### config.mk
export PLATFORM = sky130hd
export DESIGN_NAME = object_collider
export DESIGN_NICKNAME = d
export VERILOG_FILES = /design/src/rtl/object_collider.sv
export SDC_FILE = /design/constraint.sdc
export NUM_CORES = 1
export LEC_CHECK = 0
export ABC_CLOCK_PERIOD_IN_PS = 10800
export CAP_MARGIN = 15
export CORE_ASPECT_RATIO = 1.2
export CORE_MARGIN = 5
export CORE_UTILIZATION = 35
export CTS_BUF_LIST = sky130_fd_sc_hd__clkbuf_8
export CTS_CLUSTER_DIAMETER = 150
export CTS_CLUSTER_SIZE = 10
export DETAILED_ROUTE_END_ITERATION = 7
export PLACE_DENSITY = 0.6
export RECOVER_POWER = 50
export SYNTH_ARGS = -nofsm -noshare
export SYNTH_HDL_FRONTEND = slang
export SYNTH_SLANG_ARGS = --single-unit
### constraint.sdc
create_clock -name clk3 -period 10.8 [get_ports clk3]
set_input_delay 2.16 -clock clk3 [delete_from_list [all_inputs] [get_ports clk3]]
set_output_delay 2.16 -clock clk3 [all_outputs]
set_load 0.02 [all_outputs]
### src/rtl/object_collider.sv
// Per-tick box-overlap test of a snapshotted player record against a stream of
// obstacle records; reports a frame-done pulse and a sticky game-over flag.
module object_collider #(
    parameter int unsigned MAXOBJ          = 8,
    parameter int unsigned EMPTY_TYPE      = 0,
    parameter int unsigned playertype      = 1,
    parameter int unsigned typelen         = 4,
    parameter int unsigned coordlen        = 10,
    parameter int unsigned datatypestart   = 0,
    parameter int unsigned dataxstart      = 4,
    parameter int unsigned dataystart      = 14,
    parameter int unsigned datawidthstart  = 24,
    parameter int unsigned dataheightstart = 34,
    parameter int unsigned datalen         = 44,
    localparam int unsigned IW = (MAXOBJ > 1) ? $clog2(MAXOBJ) : 1
) (
    input  logic               clk3,
    input  logic               reset,
    input  logic               start,
    input  logic               pause,
    input  logic               tick,
    input  logic [datalen-1:0] player,
    input  logic [datalen-1:0] obj_data,
    input  logic               obj_valid,
    input  logic               obj_last,
    output logic               obj_ready,
    output logic               done,
    output logic               collide,
    output logic [IW-1:0]      hit_index,
    output logic               overrun
);

    typedef enum logic [1:0] {
        IDLE = 2'd0,
        SCAN = 2'd1,
        DONE = 2'd2
    } state_t;

    state_t             state;
    state_t             state_nxt;
    logic [datalen-1:0] snap;
    logic [IW-1:0]      idx;
    logic               frame_hit;
    logic [IW-1:0]      frame_idx;
    logic               take;
    logic               take_last;
    logic               obj_hit;

    logic [typelen-1:0]  p_type, o_type;
    logic [coordlen-1:0] px, py, pw, ph, ox, oy, ow, oh;
    logic [coordlen:0]   px_end, py_end, ox_end, oy_end;

    assign p_type = snap[datatypestart +: typelen];
    assign px     = snap[dataxstart +: coordlen];
    assign py     = snap[dataystart +: coordlen];
    assign pw     = snap[datawidthstart +: coordlen];
    assign ph     = snap[dataheightstart +: coordlen];
    assign o_type = obj_data[datatypestart +: typelen];
    assign ox     = obj_data[dataxstart +: coordlen];
    assign oy     = obj_data[dataystart +: coordlen];
    assign ow     = obj_data[datawidthstart +: coordlen];
    assign oh     = obj_data[dataheightstart +: coordlen];

    // Far edges carry one extra bit so boxes near the top of the field never wrap
    assign px_end = {1'b0, px} + {1'b0, pw};
    assign py_end = {1'b0, py} + {1'b0, ph};
    assign ox_end = {1'b0, ox} + {1'b0, ow};
    assign oy_end = {1'b0, oy} + {1'b0, oh};

    assign obj_hit = (p_type == typelen'(playertype))
                  && (o_type != typelen'(EMPTY_TYPE))
                  && ({1'b0, px} < ox_end) && ({1'b0, ox} < px_end)
                  && ({1'b0, py} < oy_end) && ({1'b0, oy} < py_end);

    always_ff @(posedge clk3) begin
        if (!reset) begin
            state <= IDLE;
        end else begin
            state <= state_nxt;
        end
    end

    always_comb begin
        state_nxt = state;
        case (state)
            IDLE: if (tick && start && !collide) state_nxt = SCAN;
            SCAN: begin
                if (!start) begin
                    state_nxt = IDLE;
                end else if (take_last) begin
                    state_nxt = DONE;
                end
            end
            DONE:    state_nxt = IDLE;
            default: state_nxt = IDLE;
        endcase
    end

    always_comb begin
        obj_ready = 1'b0;
        done      = 1'b0;
        take      = 1'b0;
        take_last = 1'b0;
        obj_ready = (state == SCAN) && !pause && start;
        done      = (state == DONE);
        take      = obj_valid && obj_ready;
        take_last = take && (obj_last || (idx == IW'(MAXOBJ - 1)));
    end

    // Frame bookkeeping; results are committed only when the frame completes
    always_ff @(posedge clk3) begin
        if (!reset) begin
            snap      <= '0;
            idx       <= '0;
            frame_hit <= 1'b0;
            frame_idx <= '0;
            collide   <= 1'b0;
            hit_index <= '0;
            overrun   <= 1'b0;
        end else begin
            if (state == IDLE && state_nxt == SCAN) begin
                snap      <= player;
                idx       <= '0;
                frame_hit <= 1'b0;
                frame_idx <= '0;
            end
            if (take) begin
                idx <= idx + IW'(1);
                if (obj_hit && !frame_hit) begin
                    frame_hit <= 1'b1;
                    frame_idx <= idx;
                end
                if (take_last && (frame_hit || obj_hit)) begin
                    collide   <= 1'b1;
                    hit_index <= frame_hit ? frame_idx : idx;
                end
            end
            if (tick && state != IDLE) begin
                overrun <= 1'b1;
            end
        end
    end

endmodule
=== Yosys cells after proc, flatten, opt, wreduce, memory -nomap -nowiden ===
Cells that the tools add are included.

* $add $sub $neg: 5
* $mul: 0
* Div/mod/pow operators: 0
* Magnitude comparators: 4
* Equality and inequality tests: 5
* Shift operators: 0
* Multiplexer cells: 13
* Bitwise logic cells: 0
* Reduce and logical (&&, ||, !) cells: 25

{| class="wikitable"
|+ Operator list
! cell !! number
|-
| adder 10 x 10 -> 11 bit || 4
|-
| < comparator 10 x 11 -> 1 bit || 4
|-
| two-way mux 3 bit || 6
|-
| logical AND 1 bit || 15
|-
| two-way mux 2 bit || 3
|-
| == test 2 x 1 -> 1 bit, second input constant || 2
|-
| == test 4 x 1 -> 1 bit, second input constant || 1
|-
| one-hot mux 2 bit (2 select lines) || 1
|-
| nonzero test 2 bit || 2
|-
| nonzero test 4 bit || 1
|-
| adder 3 x 1 -> 3 bit, second input constant || 1
|-
| == test 3 bit, second input constant || 1
|-
| zero test 1 bit || 3
|-
| two-way mux 1 bit || 3
|-
| == test 2 bit, second input constant || 1
|-
| zero test 2 bit || 1
|-
| logical OR 1 bit || 2
|-
| AND reduction 2 bit || 1
|}

* Register bits: 58
* Bits in latches: 0
* Bits in writable memories: 0
* ROM bits: 0
* Input port bits: 95
* Output and inout bits: 7
* Logic and storage cells: 60
* Memories: 0

=== Depth between registers and ports, before layout ===
* Depth in word-level cells: 13
* Depth in mapped cells: 18
* Mapped depth without buffers: 18

=== Least setup slack after synthesis ===
Ideal clock, no wire load.

* Path kind: input-to-reg
* From: input port obj_data[5]
* To: register hit_index[0]
* Library setup time: 0.121 ns
* Data arrival time: 4.866 ns
* Data required time: 10.679 ns
* Path slack: 5.813 ns
* Cell stages on the path: 15
* Buffers on the path: 0
* Cell sequence: ha_1 > a21o_1 > a21oi_1 > nor2b_1 > o21a_1 > o41a_1 > a21o_1 > a21oi_1 > xor2_1 > ha_1 > o2111ai_1 > a211o_1 > and2_1 > a21oi_1 > a211oi_2

* Cells in the longest elaborated chain, start to end: 9
* Elaborated cells between the ends (all ways): 10
* Those cells by class: add/sub: 1; order compare: 2; reduce/logical: 7

{| class="wikitable"
|+ RTL lines
! what !! RTL line !! source
|-
| start, declared || 23 || <nowiki>input logic [datalen-1:0] obj_data,</nowiki>
|-
| adder 10 x 10 -> 11 bit || 67 || <nowiki>assign ox_end = {1'b0, ox} + {1'b0, ow};</nowiki>
|-
| < comparator 10 x 11 -> 1 bit || 72 || <nowiki>&& ({1'b0, px} < ox_end) && ({1'b0, ox} < px_end)</nowiki>
|-
| logical AND 1 bit || 72 ||
|-
| logical AND 1 bit * || 72 ||
|-
| logical AND 1 bit * (2 in a row) || 73 || <nowiki>&& ({1'b0, py} < oy_end) && ({1'b0, oy} < py_end);</nowiki>
|-
| logical OR 1 bit * || 133 || <nowiki>if (take_last && (frame_hit || obj_hit)) begin</nowiki>
|-
| logical AND 1 bit * || 133 ||
|-
| AND reduction 2 bit (no source line) * || n/a ||
|-
| end signal, assigned || 135 || <nowiki>hit_index <= frame_hit ? frame_idx : idx;</nowiki>
|-
| end, declared || 29 || <nowiki>output logic [IW-1:0] hit_index,</nowiki>
|}

Every way passes the cells marked *; elsewhere a longest branch is shown, timed or not.
A chain may end at the register's enable or synchronous reset.

=== Final worst setup path ===
* From: input port start
* To: output port obj_ready

* Cells in the longest elaborated chain, start to end: 1

{| class="wikitable"
|+ RTL lines
! what !! RTL line !! source
|-
| start, declared || 19 || <nowiki>input logic start,</nowiki>
|-
| logical AND 1 bit || 104 || <nowiki>obj_ready = (state == SCAN) && !pause && start;</nowiki>
|-
| end, declared || 26 || <nowiki>output logic obj_ready,</nowiki>
|}

Every way passes these cells.

==> flow_summary.yaml <==
setup_path:
  critical_r2r_launch: "snap[5]"
  cp-startpoint: "start"
  crit_path_cell_trace: "clkdlybuf4s50_1 -> nor2b_1 -> and3b_1 -> clkdlybuf4s50_1"
  arrival_ps: 3690
  timing.setup.critical_path_class: "in -> out"
  endpoint_required_time_on_the_critical_path_ps: 8640
  start_kind: "input pin"
  worst-path-max-fanout: 4
  r2r_end: "frame_hit"
  path_common_cell: "sky130_fd_sc_hd__clkdlybuf4s50_1"
  critPathMaxStageDelay_ps: 610
  crit_path_top_delay_cell: "sky130_fd_sc_hd__clkdlybuf4s50_1"
  reg2reg_slack_ps: 7060
  worst_setup_path_end_kind: "primary output"
  critical_path.endpoint: "obj_ready"
  worst_reg_to_reg_path_cell_count: 18
logic_synthesis:
  synth_seq_cells: 58
  syn_area_um2: 4550
  synth_enable_flop_cells: 0
  synthesis.instances: 550
  syn_avg_cell_area_um2: 8.27
  synth-warning-count: 0
  postSynth.topFlopCell: "sky130_fd_sc_hd__dfxtp_1"
  seq_area_frac_synth_pct: 25.5
  mappedNetlistNets: 727
  synth-async-reset-ratio_pct: 0
  post_synth_num_cell_types: 42
sta:
  setup_slack_ps: 4950
  finalSetupViolations: 0
  totalNegativeSetupSlack_ps: 0
  finClkSkew_ps: 10.8
  hold_ws_ps: 468
  worst-slew-pin-transition_ps: 2340
  max-slew-margin-rel_pct: -56.1
  hold_viol: 0
  timing.fmax_ghz: 0.171
  timing.final.max_slew_violations: 63
  unrepaired_setup_endpoints_after_global_routing: "no"
  fin_crit_ps: 5850
  post_route_fraction_of_the_period_consumed_by_the_critical_path_pct: 54.2
die:
  floorplan.initialDensity_pct: 35.7
  die_x_um: 114
  die_area_um2: 15400
  top_level_ports: 102
  row_count: 45
  floorplan.core_area_um2: 12700
  die_h_um: 135
place:
  portBuffers: 101
  dp.cells: 800
  dp_worst_setup_slack_ps: 4930
  post-dp-hpwl_mm: 9.13
  routabilityCongestion: 0.812
  placed_area_um2: 5720
detailed_routing:
  wl_per_cell_um: 14.0
  detail_route.drc_violations: 0
  postRouteAntennaNets: 0
  vias_per_cell: 5.05
  routed_wl_mm: 11.5
  dr.first_iter.drc_count: 89
  dr_total_vias: 4127
  drt-pass1-iter-count: 4
power_and_ir_drop:
  finalPower_mw: 0.610
  total_power_divided_by_cell_area_nw_per_um2: 103
  cell_leakage_power_nw: 2.47
  max-vdd-ir-drop_mv: 0.0619
finish:
  antenna_cells: 0
  layout-area-overhead-vs-synth_pct: 30.8
  post-route-util_pct: 46.7
  fillCellCount: 1295
  stdcell_count: 817
  final_layout_size_suffix_gt1_share_pct: 3.68
  stdcell_area_um2: 5950
  design.final.nets: 825
clocking:
  numCtsBuffers: 9
  post_cts_setup_inserts: 0
  cts_hold_repair.buffers: 0
  cts_resized: 0
  clock_root_buffer: "sky130_fd_sc_hd__clkbuf_8"
  cts.reportedPaths.clkPinSlew_ps: 70
  cts_tree: "yes"
  worst_skew_pair.late_latency_ps: 330
  clock_tree.buffer_depth: 2
  h-tree-depth: 3
  clock-sinks: 58
flow_run:
  maxCapViolCount: 1
global_routing:
  remaining_overflow_grt: 0
  maximum_number_of_pins_on_one_net_before_global_route_repair: 63
  grt_antenna_before_repair: 0
  grt_first_pass_wirelength_mm: 19.7
  global_route.usage.total_pct: 15.5
  grt_pass1_vias: 4401
run_status:
  run_status: "complete, but fails checks"
  failing_checks: "max-capacitance violations, max-slew violations"
hold_path:
  min_path_type: "reg -> reg"
[state kept, by name, summed over array words and instances (netlist names)]
signal / cells
idx: 3
collide: 1
frame_idx: 3
snap: 44
hit_index: 3
overrun: 1
state: 2
frame_hit: 1
[cell type report]
class / instances / area (um2) / area share (%)
clock buffers: 9 / 124 / 2.08
clock inverters: 7 / 86.3 / 1.45
inverters: 12 / 45.0 / 0.757
multi-input cells: 463 / 3280 / 55.2
flip-flops and latches: 58 / 1160 / 19.5
well taps: 164 / 205 / 3.45
repair buffers: 104 / 1040 / 17.5
[worst min-delay path by stage]
stage / start / endpoint / slack [ps] / depth (start not counted)
floorplan: snap[0] / snap[0] / 440 / 2
global placement: snap[0] / snap[0] / 450 / 2
detailed placement: overrun / overrun / 450 / 1
CTS: snap[2] / snap[2] / 470 / 2
global route: overrun / overrun / 500 / 1
finish: overrun / overrun / 470 / 1
[metal layers]
metal | wire, um | global-route usage (%)
met2 | 5620 | 27.6
met5 | 0 | 0
met3 | 468 | 2.82
met4 | 136 | 4.03
met1 | 5250 | 19.2
[critical path, delay by kind of cell]
family                 cells  cell delay, ps
AND/OR/NAND/NOR            2             470
buffers and inverters      2            1060
[where the power goes]
| part | total (mW) | switching, mW | leakage (nW) | internal [mW] |
|---|---|---|---|---|
| Combinational | 0.165 | 0.0772 | 1.89 | 0.0874 |
| Clock | 0.217 | 0.0889 | 0.116 | 0.128 |
| Sequential | 0.229 | 0.00673 | 0.472 | 0.222 |
[placed cells by master, fill, tap and decap left out, drive strengths merged, types with 3 or more instances in the layout]
| master | instances |
|---|---|
| a21o | 13 |
| nor2 | 24 |
| mux2i | 3 |
| nor2b | 11 |
| nand4 | 5 |
| xnor2 | 11 |
| clkdlybuf4s50 | 95 |
| o21a | 8 |
| clkinv | 3 |
| o21bai | 4 |
| dlygate4sd3 | 6 |
| dfxtp | 58 |
| and2 | 4 |
| nand2 | 115 |
| a21boi | 49 |
| inv | 14 |
| o21ai | 19 |
| o41a | 3 |
| nor3 | 6 |
| xor2 | 20 |
| fa | 4 |
| nand3 | 12 |
| a211oi | 9 |
| a21oi | 39 |
| clkbuf | 10 |
| nand2b | 5 |
| ha | 78 |
[cell families after synthesis]
logic type / synth area share (%)
simple gates: 18.3
compound gates: 23.9
fa+ha+maj: 23.2
flops: 25.5
xor+xnor: 5.97
buf+inv: 2.39
mux: 0.660
[synthesized netlist by cell type (all sizes together), types with 6 or more instances]
library cell | n | area, um2
nand2 | 115 | 432
ha | 78 | 976
dfxtp | 58 | 1160
a21boi | 49 | 368
a21oi | 39 | 195
nor2 | 24 | 90.1
xor2 | 20 | 175
o21ai | 19 | 95.1
clkbuf | 17 | 63.8
a21o | 13 | 97.6
inv | 12 | 45.0
nand3 | 12 | 60.1
nor2b | 11 | 68.8
xnor2 | 11 | 96.3
a211oi | 9 | 87.6
o21a | 8 | 60.1
nor3 | 6 | 30.0
No activity file was read; power rests on OpenSTA's default activity.
